## src/rtl/mdu_issue_ctrl_pkg.sv

```systemverilog
// mdu_issue_ctrl_pkg: funct3 codes, issue FSM state encoding and the fuse-hit rule
package mdu_issue_ctrl_pkg;
    localparam logic [2:0] FUNCT3_MUL    = 3'b000;
    localparam logic [2:0] FUNCT3_MULH   = 3'b001;
    localparam logic [2:0] FUNCT3_MULHSU = 3'b010;
    localparam logic [2:0] FUNCT3_MULHU  = 3'b011;
    localparam logic [2:0] FUNCT3_DIV    = 3'b100;
    localparam logic [2:0] FUNCT3_DIVU   = 3'b101;
    localparam logic [2:0] FUNCT3_REM    = 3'b110;
    localparam logic [2:0] FUNCT3_REMU   = 3'b111;
    typedef enum logic [1:0] {S_IDLE, S_ISSUE, S_WAIT, S_RESULT} mdu_state_e;
    // MUL only needs the low product half, which every mul-group op leaves identical
    function automatic logic fuse_hit(input logic [2:0] f, input logic [2:0] c);
        return (f == FUNCT3_MUL) ? !c[2] : !f[2] ? f == c : c[2] && f[0] == c[0];
    endfunction
endpackage

```

## src/rtl/mdu_result_sel.sv

```systemverilog
// mdu_result_sel: picks the architectural result for funct3 from the mdu outputs
module mdu_result_sel
    import mdu_issue_ctrl_pkg::*;
#(
    parameter int XLEN = 32
) (
    input  logic [2:0]        funct3,
    input  logic [2*XLEN-1:0] product,
    input  logic [XLEN-1:0]   quotient,
    input  logic [XLEN-1:0]   remainder,
    output logic [XLEN-1:0]   result
);
    always_comb
        result = (funct3 == FUNCT3_MUL) ? product[XLEN-1:0] :
                 !funct3[2]             ? product[2*XLEN-1:XLEN] :
                 !funct3[1]             ? quotient : remainder;
endmodule

```

## src/rtl/mdu_issue_ctrl.sv

```systemverilog
// mdu_issue_ctrl: pipeline-side start/busy/done initiator for the mdu; MDU_FUSE_EN adds last-result reuse
module mdu_issue_ctrl
    import mdu_issue_ctrl_pkg::*;
#(
    parameter int XLEN = 32,
    parameter int RA_W = 5
) (
    input  logic              clk,
    input  logic              rst_n,
    input  logic              instr_valid,
    input  logic [2:0]        instr_funct3,
    input  logic [XLEN-1:0]   rs1_val,
    input  logic [XLEN-1:0]   rs2_val,
    input  logic [RA_W-1:0]   rd_addr,
    input  logic              flush,
    output logic              mdu_start,
    output logic [2:0]        mdu_funct3,
    output logic [XLEN-1:0]   mdu_a,
    output logic [XLEN-1:0]   mdu_b,
    input  logic              mdu_busy,
    input  logic              mdu_done,
    input  logic [2*XLEN-1:0] mdu_product,
    input  logic [XLEN-1:0]   mdu_quotient,
    input  logic [XLEN-1:0]   mdu_remainder,
    output logic              stall,
    output logic              wb_valid,
    output logic [RA_W-1:0]   wb_rd,
    output logic [XLEN-1:0]   wb_data
);
    mdu_state_e state;
    logic drop;
    logic accept;
    logic hit;
    logic [XLEN-1:0] live_res;
    logic [XLEN-1:0] fuse_res;

    assign accept    = state == S_IDLE && instr_valid && !flush;
    assign stall     = (state == S_IDLE) ? accept : state != S_RESULT;
    assign mdu_start = state == S_ISSUE && !mdu_busy && !flush;
    assign wb_valid  = state == S_RESULT && !flush;

    mdu_result_sel #(.XLEN(XLEN)) u_sel_live (
        .funct3(mdu_funct3), .product(mdu_product), .quotient(mdu_quotient),
        .remainder(mdu_remainder), .result(live_res)
    );

`ifdef MDU_FUSE_EN
    logic              c_valid;
    logic [2:0]        c_f;
    logic [XLEN-1:0]   c_a, c_b, c_quo, c_rem;
    logic [2*XLEN-1:0] c_prod;

    // Every completion refreshes the cache, even one whose writeback was squashed
    always_ff @(posedge clk or negedge rst_n)
        if (!rst_n) begin
            c_valid <= 1'b0;
            c_f     <= '0;
            c_a     <= '0;
            c_b     <= '0;
            c_prod  <= '0;
            c_quo   <= '0;
            c_rem   <= '0;
        end else if (state == S_WAIT && mdu_done) begin
            c_valid <= 1'b1;
            c_f     <= mdu_funct3;
            c_a     <= mdu_a;
            c_b     <= mdu_b;
            c_prod  <= mdu_product;
            c_quo   <= mdu_quotient;
            c_rem   <= mdu_remainder;
        end

    assign hit = c_valid && rs1_val == c_a && rs2_val == c_b && fuse_hit(instr_funct3, c_f);

    mdu_result_sel #(.XLEN(XLEN)) u_sel_fuse (
        .funct3(instr_funct3), .product(c_prod), .quotient(c_quo),
        .remainder(c_rem), .result(fuse_res)
    );
`else
    assign hit      = 1'b0;
    assign fuse_res = '0;
`endif

    always_ff @(posedge clk or negedge rst_n)
        if (!rst_n) begin
            state      <= S_IDLE;
            drop       <= 1'b0;
            mdu_funct3 <= '0;
            mdu_a      <= '0;
            mdu_b      <= '0;
            wb_rd      <= '0;
            wb_data    <= '0;
        end else begin
            case (state)
                S_IDLE:
                    if (accept) begin
                        mdu_funct3 <= instr_funct3;
                        mdu_a      <= rs1_val;
                        mdu_b      <= rs2_val;
                        wb_rd      <= rd_addr;
                        drop       <= 1'b0;
                        state      <= hit ? S_RESULT : S_ISSUE;
                        if (hit) wb_data <= fuse_res;
                    end
                S_ISSUE:
                    if (flush) state <= S_IDLE;
                    else if (!mdu_busy) state <= S_WAIT;
                // The mdu cannot be aborted, so a flush only marks the result as dead
                S_WAIT: begin
                    drop <= mdu_done ? 1'b0 : drop | flush;
                    if (mdu_done) state <= (flush || drop) ? S_IDLE : S_RESULT;
                    if (mdu_done && !flush && !drop) wb_data <= live_res;
                end
                default: state <= S_IDLE;
            endcase
        end
endmodule

```

## config.mk

```make
export PLATFORM = sky130hd
export DESIGN_NAME = mdu_issue_ctrl
export DESIGN_NICKNAME = d
export VERILOG_FILES = /design/src/rtl/mdu_issue_ctrl_pkg.sv /design/src/rtl/mdu_result_sel.sv /design/src/rtl/mdu_issue_ctrl.sv
export SDC_FILE = /design/constraint.sdc
export NUM_CORES = 1
export LEC_CHECK = 0
export CAP_MARGIN = 20
export CORE_MARGIN = 10
export CORE_UTILIZATION = 34
export DETAILED_ROUTE_END_ITERATION = 10
export HOLD_SLACK_MARGIN = 0.02
export MAX_ROUTING_LAYER = met4
export PLACE_DENSITY = 0.78
export SLEW_MARGIN = 40
export SYNTH_ARGS = -nofsm -noshare
export SYNTH_HDL_FRONTEND = slang
export SYNTH_SLANG_ARGS = --single-unit
```

## constraint.sdc

```tcl
create_clock -name clk -period 1.75 [get_ports clk]
set_input_delay 0.2625 -clock clk [delete_from_list [all_inputs] [get_ports clk]]
set_output_delay 0.2625 -clock clk [all_outputs]
set_load 0.02 [all_outputs]
```

Yosys cells after proc, flatten, opt, wreduce, memory -nomap -nowiden
Cells that the tools add are included.
{"block": "op_classes", "n_reduce_logical": 18, "mux": 13, "n_eq_ne": 7, "bitwise_logic": 1}
{"cell": "two-way mux 32 bit", "count": 3}
{"cell": "two-way mux 2 bit", "count": 5}
{"cell": "logical AND 1 bit", "count": 7}
{"cell": "!= test 2 bit (second input constant)", "count": 3}
{"cell": "one-hot mux 2 bit (3 select lines)", "count": 1}
{"cell": "AND reduction 2 bit", "count": 3}
{"cell": "equality test 2 bit (second input constant)", "count": 2}
{"cell": "zero test 1 bit", "count": 3}
{"cell": "zero test 3 bit", "count": 1}
{"cell": "two-way mux 1 bit", "count": 3}
{"cell": "!= test 3 bit (second input constant)", "count": 1}
{"cell": "AND reduction 3 bit", "count": 1}
{"cell": "equality test 2 x 1 -> 1 bit (second input constant)", "count": 1}
{"cell": "zero test 2 bit", "count": 1}
{"cell": "one-hot mux 1 bit (2 select lines)", "count": 1}
{"cell": "nonzero test 2 bit", "count": 1}
{"cell": "logical OR 1 bit", "count": 1}
{"cell": "OR 1 bit", "count": 1}
{"block": "word_totals", "output_inout_bits": 107, "ff_bits": 107}

Depth between registers and ports, before layout
{"block": "logic_depth", "ltp_word": 5, "depth_mapped": 6, "depth_no_buf": 3}

Hierarchy
A second synthesis with hierarchy kept.
{"block": "unflattened", "cells_unflattened": 349, "hier_area_um2": 5617.9}
{"mod": "mdu_issue_ctrl", "n_inst": 1, "area_each_um2": 4524.3, "cells_each": 241, "seq_area_each_um2": 2677.6}
{"mod": "mdu_result_sel", "n_inst": 1, "area_each_um2": 1093.5, "cells_each": 108, "seq_area_each_um2": 0.0}

Worst setup path after synthesis
No wires, ideal clock.
{"block": "synth_timing", "path_kind": "input port to output port", "start": "input port flush", "end": "output port mdu_start", "t_required_ps": 1487, "path_buffers": 2, "slack_ps": 53, "arrival_time_ps": 1434, "path_stages": 3, "path_cell_list": "clkbuf_1 -> buf_1 -> nor4b_1"}
{"block": "synth_between", "elab_chain_cells": 2}
{"item": "start: declaration", "line_no": "mdu_issue_ctrl.sv:15", "text": "input logic flush,"}
{"item": "zero test 1 bit", "line_no": "mdu_issue_ctrl.sv:39", "text": "assign mdu_start = state == S_ISSUE && !mdu_busy && !flush;"}
{"item": "logical AND 1 bit", "line_no": "mdu_issue_ctrl.sv:39"}
{"item": "end: declaration", "line_no": "mdu_issue_ctrl.sv:16", "text": "output logic mdu_start,"}
Every way passes these cells.

Worst setup path in the final report
{"block": "layout_timing", "start": "register state[0]", "end": "register mdu_a[26]"}
{"block": "layout_between", "elab_chain_cells": 4}
{"item": "start: declaration", "line_no": "mdu_issue_ctrl.sv:30", "text": "mdu_state_e state;"}
{"item": "start signal: assignment", "line_no": "mdu_issue_ctrl.sv:102", "text": "state <= hit ? S_RESULT : S_ISSUE;"}
{"item": "start signal: assignment", "line_no": "mdu_issue_ctrl.sv:111", "text": "if (mdu_done) state <= (flush || drop) ? S_IDLE : S_RESULT;"}
{"item": "zero test 2 bit (*)", "line_no": "mdu_issue_ctrl.sv:37, mdu_issue_ctrl.sv:94"}
{"item": "logical AND 1 bit (2 in series)", "line_no": "mdu_issue_ctrl.sv:37", "text": "assign accept = state == S_IDLE && instr_valid && !flush;"}
{"item": "AND reduction 2 bit (no source line) (*)"}
{"item": "end signal: assignment", "line_no": "mdu_issue_ctrl.sv:98", "text": "mdu_a <= rs1_val;"}
{"item": "end: declaration", "line_no": "mdu_issue_ctrl.sv:18", "text": "output logic [XLEN-1:0] mdu_a,"}
Every way passes the cells marked *; elsewhere a longest branch is shown, timed or not.
A chain may end at the register's enable or synchronous reset.

==> impl_metrics.json <==
{
  "status": "finished, violations left",
  "violations": "setup timing",
  "ir_worst_vdd_uv": 776,
  "skew_ns": 0.00870,
  "finalSetupTns_ns": -3.68,
  "arrival_ns": 2.06,
  "hp-class": "in -> async",
  "grt_max_degree": 64,
  "final-max-slew-violation-count": 0,
  "antenna_cells": 0,
  "worst_pin_slew_ns": 0.399,
  "clockBufferDepth": 2,
  "cts_sinks": 107,
  "switchingPower_w": 0.00493,
  "cts_buffers": 9,
  "layoutNonFillerInstCount": 913,
  "netlist_instances": 399,
  "p_clk_frac": 0.168,
  "track_usage": 0.198,
  "pin_count": 313,
  "hold_viol": 0,
  "critical_path_class": "reg -> reg",
  "synth_top_area_cell": "dfrtp_1",
  "reg2regPathDepth": 6,
  "vias": 4805,
  "ys_seq_area_frac": 0.514,
  "synth_top_area_frac": 0.514,
  "drc": 0,
  "h-tree-depth": 3,
  "maxCapViolCount": 0,
  "cts-root-buf": "clkbuf_16",
  "dp_cells": 888,
  "hpwlAfterDp_um": 16200,
  "drt_wl_total_um": 21100,
  "io_buffers": 312,
  "swShare": 0.355,
  "synthFlopType": "dfrtp_1",
  "initial_core_util": 0.345,
  "grt_first_pass_wirelength_um": 30900,
  "cts_tree": "built",
  "fp.coreArea_um2": 15100,
  "grt_antenna_before_repair": 0,
  "p_int_w": 0.00896,
  "die_y_um": 144,
  "yosys_warnings": 0,
  "clk_pin_slew_worst_paths_ns": 0.07,
  "slowest_delay_ns": 0.40,
  "leakage_nw": 3.76,
  "num_rows": 45,
  "synth_area_um2": 5210,
  "worst_r2r_startpoint": "state[0]$_DFFE_PN0P_",
  "synth_edf_count": 0,
  "critPathSlowestCell": "or3b_4",
  "endpoint_kind": "register",
  "hold_ws_ns": 0.317,
  "fmax_mhz": 548,
  "fin_total_pwr_w": 0.0139,
  "cp.required_ns": 1.98,
  "area_growth_pct": 80.0,
  "dr.pass1.iters": 6,
  "finalNetCount": 927,
  "multi_input_area_um2": 2520,
  "slew_headroom": 0.734,
  "r2r_end": "mdu_a[26]$_DFFE_PN0P_",
  "cp_max_fo": 8,
  "reg2reg_slack_ns": -0.08,
  "rsz0062_at_grt": "yes",
  "vias_per_cell": 5.26,
  "syn-num-nets": 605,
  "post-route-period-util": 1.04,
  "async_reset_ff_frac": 1.00,
  "worstSkewPairLatency_ns": 0.35,
  "final_cell_area_um2": 9370,
  "path_cells": "or3b_4, buf_6, nor2_8, buf_12, clkbuf_16, mux2_4",
  "wl_per_cell_um": 23.1,
  "placed_cell_area_um2": 8660,
  "start_kind": "register",
  "grt_pass1_vias": 5345,
  "die_w_um": 144,
  "avgSynthCellArea_um2": 13.1,
  "synth_area_leaders": "dfrtp_1 51%, mux2_2 21%, a2bb2oi_1 5.5%",
  "p_seq_frac": 0.296,
  "grt_remaining_overflow": 0,
  "setup_viol": 70,
  "place_congestion": 0.811,
  "worst_slack_ns": -0.0753,
  "crit_path_start": "state[0]$_DFFE_PN0P_",
  "postRouteAntennaNets": 0,
  "p_per_area_nw_per_um2": 1480,
  "p_comb_frac": 0.536,
  "nFillCells": 1185,
  "period_minus_slack_ns": 1.83,
  "seq_area_um2": 2680,
  "dieArea_um2": 20700,
  "final_layout_size_suffix_gt1_frac": 0.274,
  "drtIter0Drc": 141,
  "yosysUniqueCellTypes": 25,
  "ys_ff_latch": 107
}
## kinds of logic (layout without fill, tap and decap cells)
| group | count (synthesis) | in the layout | share of synthesized area |
|---|---|---|---|
| flip-flops | 107 | 107 | 0.514 |
| AND/OR/NAND/NOR | 45 | 45 | 0.0569 |
| AO/OA/AOI/OAI | 102 | 102 | 0.161 |
| XOR/XNOR | 1 | 1 | 0.00168 |
| buffers and inverters | 39 | 365 | 0.0399 |
| multiplexers | 105 | 105 | 0.227 |
## per-stage QoR
step	worst slack, ns	util
floorplan	0.0532	-
global placement	-0.437	0.574
detailed placement	-0.438	0.574
CTS	-0.0673	0.605
global route	-0.117	0.621
finish	-0.0753	0.621
## layout by cell type, fill, tap and decap left out, types with 2 or more instances in the layout
cell and count:
mux2_1 3, dfrtp_1 106, clkbuf_16 12, buf_6 2, inv_6 2, a211oi_1 32, o21ai_0 2, or2_2 33
mux2_4 39, nand2_1 2, bufinv_16 3, a21oi_1 2, buf_4 24, nor2_1 2, mux2_2 62, dlygate4sd2_1 2
a2bb2oi_1 33, clkdlybuf4s50_1 304, o221ai_1 32, buf_12 8
## power by group through the flow
stage / combinational, W / clock (W) / sequential, W
3_3_place_gp: 0.00700 / 0 / 0.00408
5_1_grt: 0.00790 / 0.00248 / 0.00424
3_5_place_dp: 0.00715 / 0 / 0.00414
4_1_cts: 0.00728 / 0.00238 / 0.00411
2_1_floorplan: 0.00234 / 0 / 0.00532
6_report: 0.00744 / 0.00233 / 0.00411
## cell type report
type                            instances  share of cell area
Clock inverter                          6              0.0120
Multi-Input combinational cell        253               0.268
Timing Repair Buffer                  350               0.385
Tap cell                              188              0.0251
Clock buffer                            9              0.0240
Sequential cell                       107               0.286
## cell usage after synthesis, drive strengths merged, types with 2 or more instances
master	instances
dfrtp	107
mux2	104
a2bb2oi	33
or2	33
a211oi	32
o221ai	32
clkbuf	22
buf	17
nor2	4
a21oi	2
nand2	2
o21ai	2
## state kept, by name, indices dropped and copies added, names as in the netlist
signal      count
wb_rd           5
drop            1
state           2
mdu_b          32
mdu_a          32
mdu_funct3      3
wb_data        32
## how the worst max path moves through the flow
stage,to,slack (ns)
3_3_place_gp,stall,-0.44
6_report,mdu_a[26]$_DFFE_PN0P_,-0.08
3_5_place_dp,stall,-0.44
4_1_cts,mdu_funct3[1]$_DFFE_PN0P_,-0.07
2_1_floorplan,mdu_start,0.05
5_1_grt,mdu_a[26]$_DFFE_PN0P_,-0.12
## critical path: cells and delay by family (launching register included)
family / cells / cell delay (ns)
simple gates: 2 / 0.53
buf+inv: 3 / 0.48
flops: 1 / 0.39
mux: 1 / 0.30
## timing repair
| item | 4_1_cts | 5_1_grt |
|---|---|---|
| cloned | 2 | 3 |
| setup endpoints to repair | 61 | 66 |
| resized for setup | 26 | 40 |
| hold endpoints to repair | 15 | 0 |
| hold buffers | 1 | 0 |
| buffers inserted | 1 | 3 |
| pin swaps | 0 | 3 |
## routing by layer
layer,up-vias,GRT usage,share of wire
li1,2172,-,-
met1,2400,0.217,0.39
met2,212,0.328,0.49
met3,21,0.0769,0.098
met4,0,0.0613,0.017
met5,-,-,0
(Power assumes the default switching activity.)
